$ cat config.mk
export PLATFORM = sky130hd
export DESIGN_NAME = instr_fetch_flat
export DESIGN_NICKNAME = d
export VERILOG_FILES = /design/src/rtl/cpu_pkg.sv /design/src/rtl/instr_fetch_if.sv /design/src/rtl/br_target.sv /design/src/rtl/instr_fetch.sv /design/src/flat_wrapper.sv
export SDC_FILE = /design/constraint.sdc
export NUM_CORES = 1
export LEC_CHECK = 0
export ABC_AREA = 1
export CAP_MARGIN = 10
export CORE_ASPECT_RATIO = 1.1
export CORE_MARGIN = 4
export CORE_UTILIZATION = 55
export CTS_BUF_LIST = sky130_fd_sc_hd__clkbuf_4 sky130_fd_sc_hd__clkbuf_8 sky130_fd_sc_hd__clkbuf_16
export CTS_CLUSTER_SIZE = 12
export DETAILED_ROUTE_END_ITERATION = 6
export DONT_BUFFER_PORTS = 1
export PLACE_DENSITY = 0.67
export SLEW_MARGIN = 20
export SYNTH_ARGS = -nofsm -noshare
export SYNTH_HDL_FRONTEND = slang
export SYNTH_SLANG_ARGS = --single-unit
$ cat constraint.sdc
create_clock -name clk -period 3.7 [get_ports clk]
set_input_delay 0.37 -clock clk [delete_from_list [all_inputs] [get_ports clk]]
set_output_delay 0.37 -clock clk [all_outputs]
set_load 0.03 [all_outputs]
$ cat src/rtl/cpu_pkg.sv
// Shared widths, constants and the fetch FSM state type for the instruction fetch unit.
package cpu_pkg;
  localparam int ADDR_W = 64;
  localparam int INSTR_W = 32;
  localparam logic [ADDR_W-1:0] PC_INC = 64'd4;

  typedef enum logic [1:0] {
    S_IDLE,
    S_REQ,
    S_WAIT,
    S_HOLD
  } fetch_state_t;
endpackage

$ cat src/rtl/instr_fetch_if.sv
// Instruction-memory and decode handshake bundle for instr_fetch.
interface instr_fetch_if;
  import cpu_pkg::*;

  logic               imem_req;
  logic [ADDR_W-1:0]  imem_addr;
  logic               imem_ready;
  logic               imem_rvalid;
  logic [INSTR_W-1:0] imem_rdata;
  logic [INSTR_W-1:0] instr;
  logic [ADDR_W-1:0]  instr_pc;
  logic               instr_valid;
  logic               decode_ready;
  logic               BrTaken;
  logic               UncondBr;

  modport master (
    output imem_req, imem_addr, instr, instr_pc, instr_valid,
    input  imem_ready, imem_rvalid, imem_rdata, decode_ready, BrTaken, UncondBr
  );

  modport slave (
    input  imem_req, imem_addr, instr, instr_pc, instr_valid,
    output imem_ready, imem_rvalid, imem_rdata, decode_ready, BrTaken, UncondBr
  );
endinterface

$ cat src/rtl/br_target.sv
// Combinational branch target: instr_pc plus the sign-extended, word-scaled offset field.
module br_target
  import cpu_pkg::*;
(
  input  logic [INSTR_W-1:0] instr,
  input  logic [ADDR_W-1:0]  instr_pc,
  input  logic               UncondBr,
  output logic [ADDR_W-1:0]  target
);
  logic [ADDR_W-1:0] offset;
  logic              unused_opcode;

  // Opcode bits only matter to decode; the offset fields live below them.
  assign unused_opcode = ^instr[31:26];

  always_comb begin
    if (UncondBr) begin
      offset = {{(ADDR_W-28){instr[25]}}, instr[25:0], 2'b00};
    end else begin
      offset = {{(ADDR_W-21){instr[23]}}, instr[23:5], 2'b00};
    end
  end

  assign target = instr_pc + offset;
endmodule

$ cat src/rtl/instr_fetch.sv
// Single-outstanding instruction fetch: request, wait for data, hold for decode, then advance PC.
module instr_fetch
  import cpu_pkg::*;
#(
  parameter logic [ADDR_W-1:0] RESET_PC = 64'h0
) (
  input  logic          clk,
  input  logic          reset,
  instr_fetch_if.master bus,
  output logic [31:0]   fetch_count
);
  fetch_state_t       state_reg, state_next;
  logic [ADDR_W-1:0]  pc_reg;
  logic [INSTR_W-1:0] instr_reg;
  logic [ADDR_W-1:0]  instr_pc_reg;
  logic [31:0]        count_reg;
  logic               capture;
  logic               retire;
  logic [ADDR_W-1:0]  branch_pc;
  logic [ADDR_W-1:0]  next_pc;

  br_target u_br_target (
    .instr    (instr_reg),
    .instr_pc (instr_pc_reg),
    .UncondBr (bus.UncondBr),
    .target   (branch_pc)
  );

  assign next_pc = bus.BrTaken ? branch_pc : (instr_pc_reg + PC_INC);

  always_ff @(posedge clk) begin
    if (!reset) begin
      state_reg <= S_IDLE;
    end else begin
      state_reg <= state_next;
    end
  end

  always_comb begin
    state_next = state_reg;
    capture    = 1'b0;
    retire     = 1'b0;
    case (state_reg)
      S_IDLE: state_next = S_REQ;
      S_REQ: begin
        if (bus.imem_ready) state_next = S_WAIT;
      end
      S_WAIT: begin
        if (bus.imem_rvalid) begin
          capture    = 1'b1;
          state_next = S_HOLD;
        end
      end
      S_HOLD: begin
        if (bus.decode_ready) begin
          retire     = 1'b1;
          state_next = S_REQ;
        end
      end
      default: state_next = S_IDLE;
    endcase
  end

  // rvalid only reaches capture from S_WAIT, so stale data after a reset is dropped.
  always_ff @(posedge clk) begin
    if (!reset) begin
      pc_reg       <= RESET_PC;
      instr_reg    <= '0;
      instr_pc_reg <= '0;
      count_reg    <= '0;
    end else begin
      if (capture) begin
        instr_reg    <= bus.imem_rdata;
        instr_pc_reg <= pc_reg;
      end
      if (retire) begin
        pc_reg    <= next_pc;
        count_reg <= count_reg + 32'd1;
      end
    end
  end

  assign bus.imem_req    = (state_reg == S_REQ);
  assign bus.imem_addr   = pc_reg;
  assign bus.instr_valid = (state_reg == S_HOLD);
  assign bus.instr       = instr_reg;
  assign bus.instr_pc    = instr_pc_reg;
  assign fetch_count     = count_reg;
endmodule

$ cat src/flat_wrapper.sv
// flat-port wrapper written by rule: the top's interface ports become plain ports
module instr_fetch_flat import cpu_pkg::*;
#(
  parameter logic [ADDR_W-1:0] RESET_PC = 64'h0
)
  (clk, reset, fetch_count, bus_imem_req, bus_imem_addr, bus_instr, bus_instr_pc, bus_instr_valid, bus_imem_ready, bus_imem_rvalid, bus_imem_rdata, bus_decode_ready, bus_BrTaken, bus_UncondBr);
  instr_fetch_if bus_i ();
  input  logic clk;
  input  logic reset;
  output logic [31:0] fetch_count;
  output wire logic [$bits(bus_i.imem_req)-1:0] bus_imem_req;
  output wire logic [$bits(bus_i.imem_addr)-1:0] bus_imem_addr;
  output wire logic [$bits(bus_i.instr)-1:0] bus_instr;
  output wire logic [$bits(bus_i.instr_pc)-1:0] bus_instr_pc;
  output wire logic [$bits(bus_i.instr_valid)-1:0] bus_instr_valid;
  input wire logic [$bits(bus_i.imem_ready)-1:0] bus_imem_ready;
  input wire logic [$bits(bus_i.imem_rvalid)-1:0] bus_imem_rvalid;
  input wire logic [$bits(bus_i.imem_rdata)-1:0] bus_imem_rdata;
  input wire logic [$bits(bus_i.decode_ready)-1:0] bus_decode_ready;
  input wire logic [$bits(bus_i.BrTaken)-1:0] bus_BrTaken;
  input wire logic [$bits(bus_i.UncondBr)-1:0] bus_UncondBr;
  assign bus_imem_req = bus_i.imem_req;
  assign bus_imem_addr = bus_i.imem_addr;
  assign bus_instr = bus_i.instr;
  assign bus_instr_pc = bus_i.instr_pc;
  assign bus_instr_valid = bus_i.instr_valid;
  assign bus_i.imem_ready = bus_imem_ready;
  assign bus_i.imem_rvalid = bus_imem_rvalid;
  assign bus_i.imem_rdata = bus_imem_rdata;
  assign bus_i.decode_ready = bus_decode_ready;
  assign bus_i.BrTaken = bus_BrTaken;
  assign bus_i.UncondBr = bus_UncondBr;
  instr_fetch #(.RESET_PC(RESET_PC)) u_core (.clk(clk), .reset(reset), .bus(bus_i), .fetch_count(fetch_count));
endmodule
==> flow_metrics.tcl <==
set metrics [dict create \
    synth_nets 2367 \
    antenna_found_initial 1 \
    remaining_drc_errors 0 \
    final_cell_mix "nand2_1, inv_1, nor2_1, dfxtp_1, o21ai_0" \
    setup_violations 0 \
    start_kind "register" \
    seq_area_um2 3880 \
    grt_max_degree 132 \
    worst_pin_slew_ns 0.939 \
    yosys_warnings 0 \
    critPathMaxStageDelay_ns 0.54 \
    slew_headroom 0.374 \
    end_kind "register" \
    rsz0062_at_grt "no" \
    post_cts_buffers 0 \
    first_iter_violations 1026 \
    r2r_start "u_core.bus.instr[25]$_SDFFE_PN0P_" \
    port_buffers 0 \
    p_clk_frac 0.284 \
    initial_utilization 0.561 \
    rrSetupSlack_ns 0.39 \
    cpMaxStageDelayCell "dfxtp_1" \
    cts_tree "done" \
    die_area_um2 26800 \
    grt_pass1_wl_mm 65.3 \
    grt_overflow 0 \
    cp_common_cell "nand2_1" \
    crit_required_ns 4.05 \
    synthesis.area_um2 13300 \
    synth_cells 2261 \
    reg2reg_to "u_core.bus.imem_addr[62]$_SDFFE_PN0P_" \
    outcome "finished, final reports clean" \
    vdd_ir_drop_max_uv 305 \
    final_common_cell "nand2_1" \
    crit_start "u_core.bus.instr[25]$_SDFFE_PN0P_" \
    swShare 0.430 \
    ios 233 \
    path_cells "nand2_1 > a21oi_4 > buf_4 > ha_1 > nand2_1 > inv_1 > nand2_1 > nand2_1 > a21oi_1 > nand2_1 > a21oi_1 > nand2_1 > nand2_1 > nand3_1 > nand2_1 > inv_1" \
    max-cap-violations 0 \
    die_w_um 157 \
    fin_area_um2 14200 \
    area_delta_synth_final_pct 6.13 \
    fin_worst_skew_ns 0.0173 \
    crit_path_end "u_core.bus.imem_addr[62]$_SDFFE_PN0P_" \
    path_buf_inv 3 \
    final-hold-violation-count 0 \
    crit_family "simple AND/OR/NAND/NOR gates" \
    tns_ns 0 \
    slew_violations 0 \
    pwr-share-seq 0.490 \
    insertion_delay_ns 0.45 \
    dr.pass1.iters 6 \
    numCtsBuffers 17 \
    placed_cell_area_um2 13600 \
    p_int_mw 3.84 \
    viasPerCell 5.26 \
    gp_congestion 0.981 \
    crit_arrival_ns 3.66 \
    ys_ff_latch 194 \
    htreeDepth 4 \
    post_cts_resized 0 \
    period_share 0.893 \
    coreArea_um2 23800 \
    clkSlewWorstSetupHoldPaths_ns 0.08 \
    ys_types 39 \
    root_buffer "clkbuf_16" \
    wl_mm 42.1 \
    path_class "reg -> reg" \
    ant_nets 0 \
    cts_max_path_buffers 2 \
    syn_avg_cell_area_um2 5.90 \
    worst-r2r-cell-count 16 \
    hpwl_mm 33.0 \
    power_density_nw_per_um2 475 \
    fill_cells 2457 \
    max_freq_mhz 302 \
    period_needed_ns 3.31 \
    grt.total_usage 0.305 \
    post_drt_wl_per_cell_um 16.5 \
    holdPathStages 2 \
    cts_hold_buf 0 \
    crit_fanout 13 \
    crit_cells 16 \
    total_leakage_power_nw 7.51 \
    p_comb_frac 0.225 \
    antenna_cells 0 \
    fp.dieH_um 171 \
    cts_sinks 194 \
    grt_pass1_vias 12200 \
    p_switching_mw 2.90 \
    rows 59 \
    drive_above_1_share 0.0500 \
    vias 13400 \
    multi_input_area_um2 7600 \
    ys_seq_area_frac 0.291 \
    hold_class "in -> reg" \
    nNetsFinal 2334 \
]
## power groups by stage
| stage | sequential [mW] | combinational (mW) | clock [mW] |
|---|---|---|---|
| global route | 3.34 | 1.73 | 2.04 |
| finish | 3.30 | 1.52 | 1.92 |
| CTS | 3.31 | 1.51 | 1.94 |
| floorplan | 3.21 | 1.20 | 0 |
| detailed placement | 3.36 | 1.50 | 0 |
| global placement | 3.36 | 1.45 | 0 |
## final cells by class
| type | instances | share of cell area |
|---|---|---|
| multi-input combinational | 1573 | 0.537 |
| sequential | 194 | 0.274 |
| inverter | 432 | 0.115 |
| clock buffer | 18 | 0.0306 |
| tap | 305 | 0.0269 |
| clock inverter | 14 | 0.0117 |
| timing repair buffer | 10 | 0.00530 |
## per-layer routing
| layer | share of wire | track usage |
|---|---|---|
| met5 | 0.00017 | 0 |
| met4 | 0.026 | 0.0879 |
| met3 | 0.083 | 0.0652 |
| met2 | 0.45 | 0.498 |
| met1 | 0.44 | 0.408 |
## per-stage QoR
stage                     utilization  worst slack [ns]  power (mW)  hold WS (ns)  cells
after global placement          0.571             0.387        4.81         0.509   2514
after CTS                       0.596             0.433        6.76        0.0383   2546
final                           0.596             0.394        6.73        0.0666   2546
after global routing            0.596             0.165        7.11        0.0549   2546
after detailed placement        0.571             0.336        4.85         0.512   2514
after floorplan                     -             0.405        4.42         0.474   2261
## worst min-delay path by stage
stage | start | to | slack (ns)
floorplan | u_core.bus.instr_pc[0]$_SDFFE_PN0P_ | u_core.bus.instr_pc[0]$_SDFFE_PN0P_ | 0.47
global placement | u_core.state_reg[0]$_SDFFE_PN0P_ | u_core.state_reg[0]$_SDFFE_PN0P_ | 0.51
detailed placement | reset | u_core.fetch_count[3]$_SDFFE_PN0P_ | 0.51
CTS | reset | u_core.fetch_count[8]$_SDFFE_PN0P_ | 0.04
global route | reset | u_core.fetch_count[3]$_SDFFE_PN0P_ | 0.05
finish | reset | u_core.bus.instr_pc[55]$_SDFFE_PN0P_ | 0.07
## cells by family after synthesis
family	Yosys count	share of synthesized area
buf+inv	494	0.140
simple gates	1162	0.363
xor+xnor	34	0.0223
fa+ha+maj	67	0.0634
compound gates	310	0.120
flops	194	0.291
## cells in the mapped netlist, drive strengths merged
library cell	instances	area [um^2]
inv	432	1620
buf	14	68.8
o21bai	6	45.0
nor3b	2	15.0
nand3	91	513
nor4	2	33.8
o221ai	2	17.5
nor2	384	1510
a31oi	3	18.8
o211ai	4	30.0
nor3	25	179
nand4	21	131
a21o	3	22.5
ha	66	826
nand3b	1	7.51
clkbuf	48	180
a21oi	122	614
xnor2	5	43.8
o21a	3	22.5
xor2	29	254
fa	1	20.0
o21ai	167	836
and2	1	6.26
nand2	635	2440
dfxtp	194	3880
(Power assumes the default switching activity.)
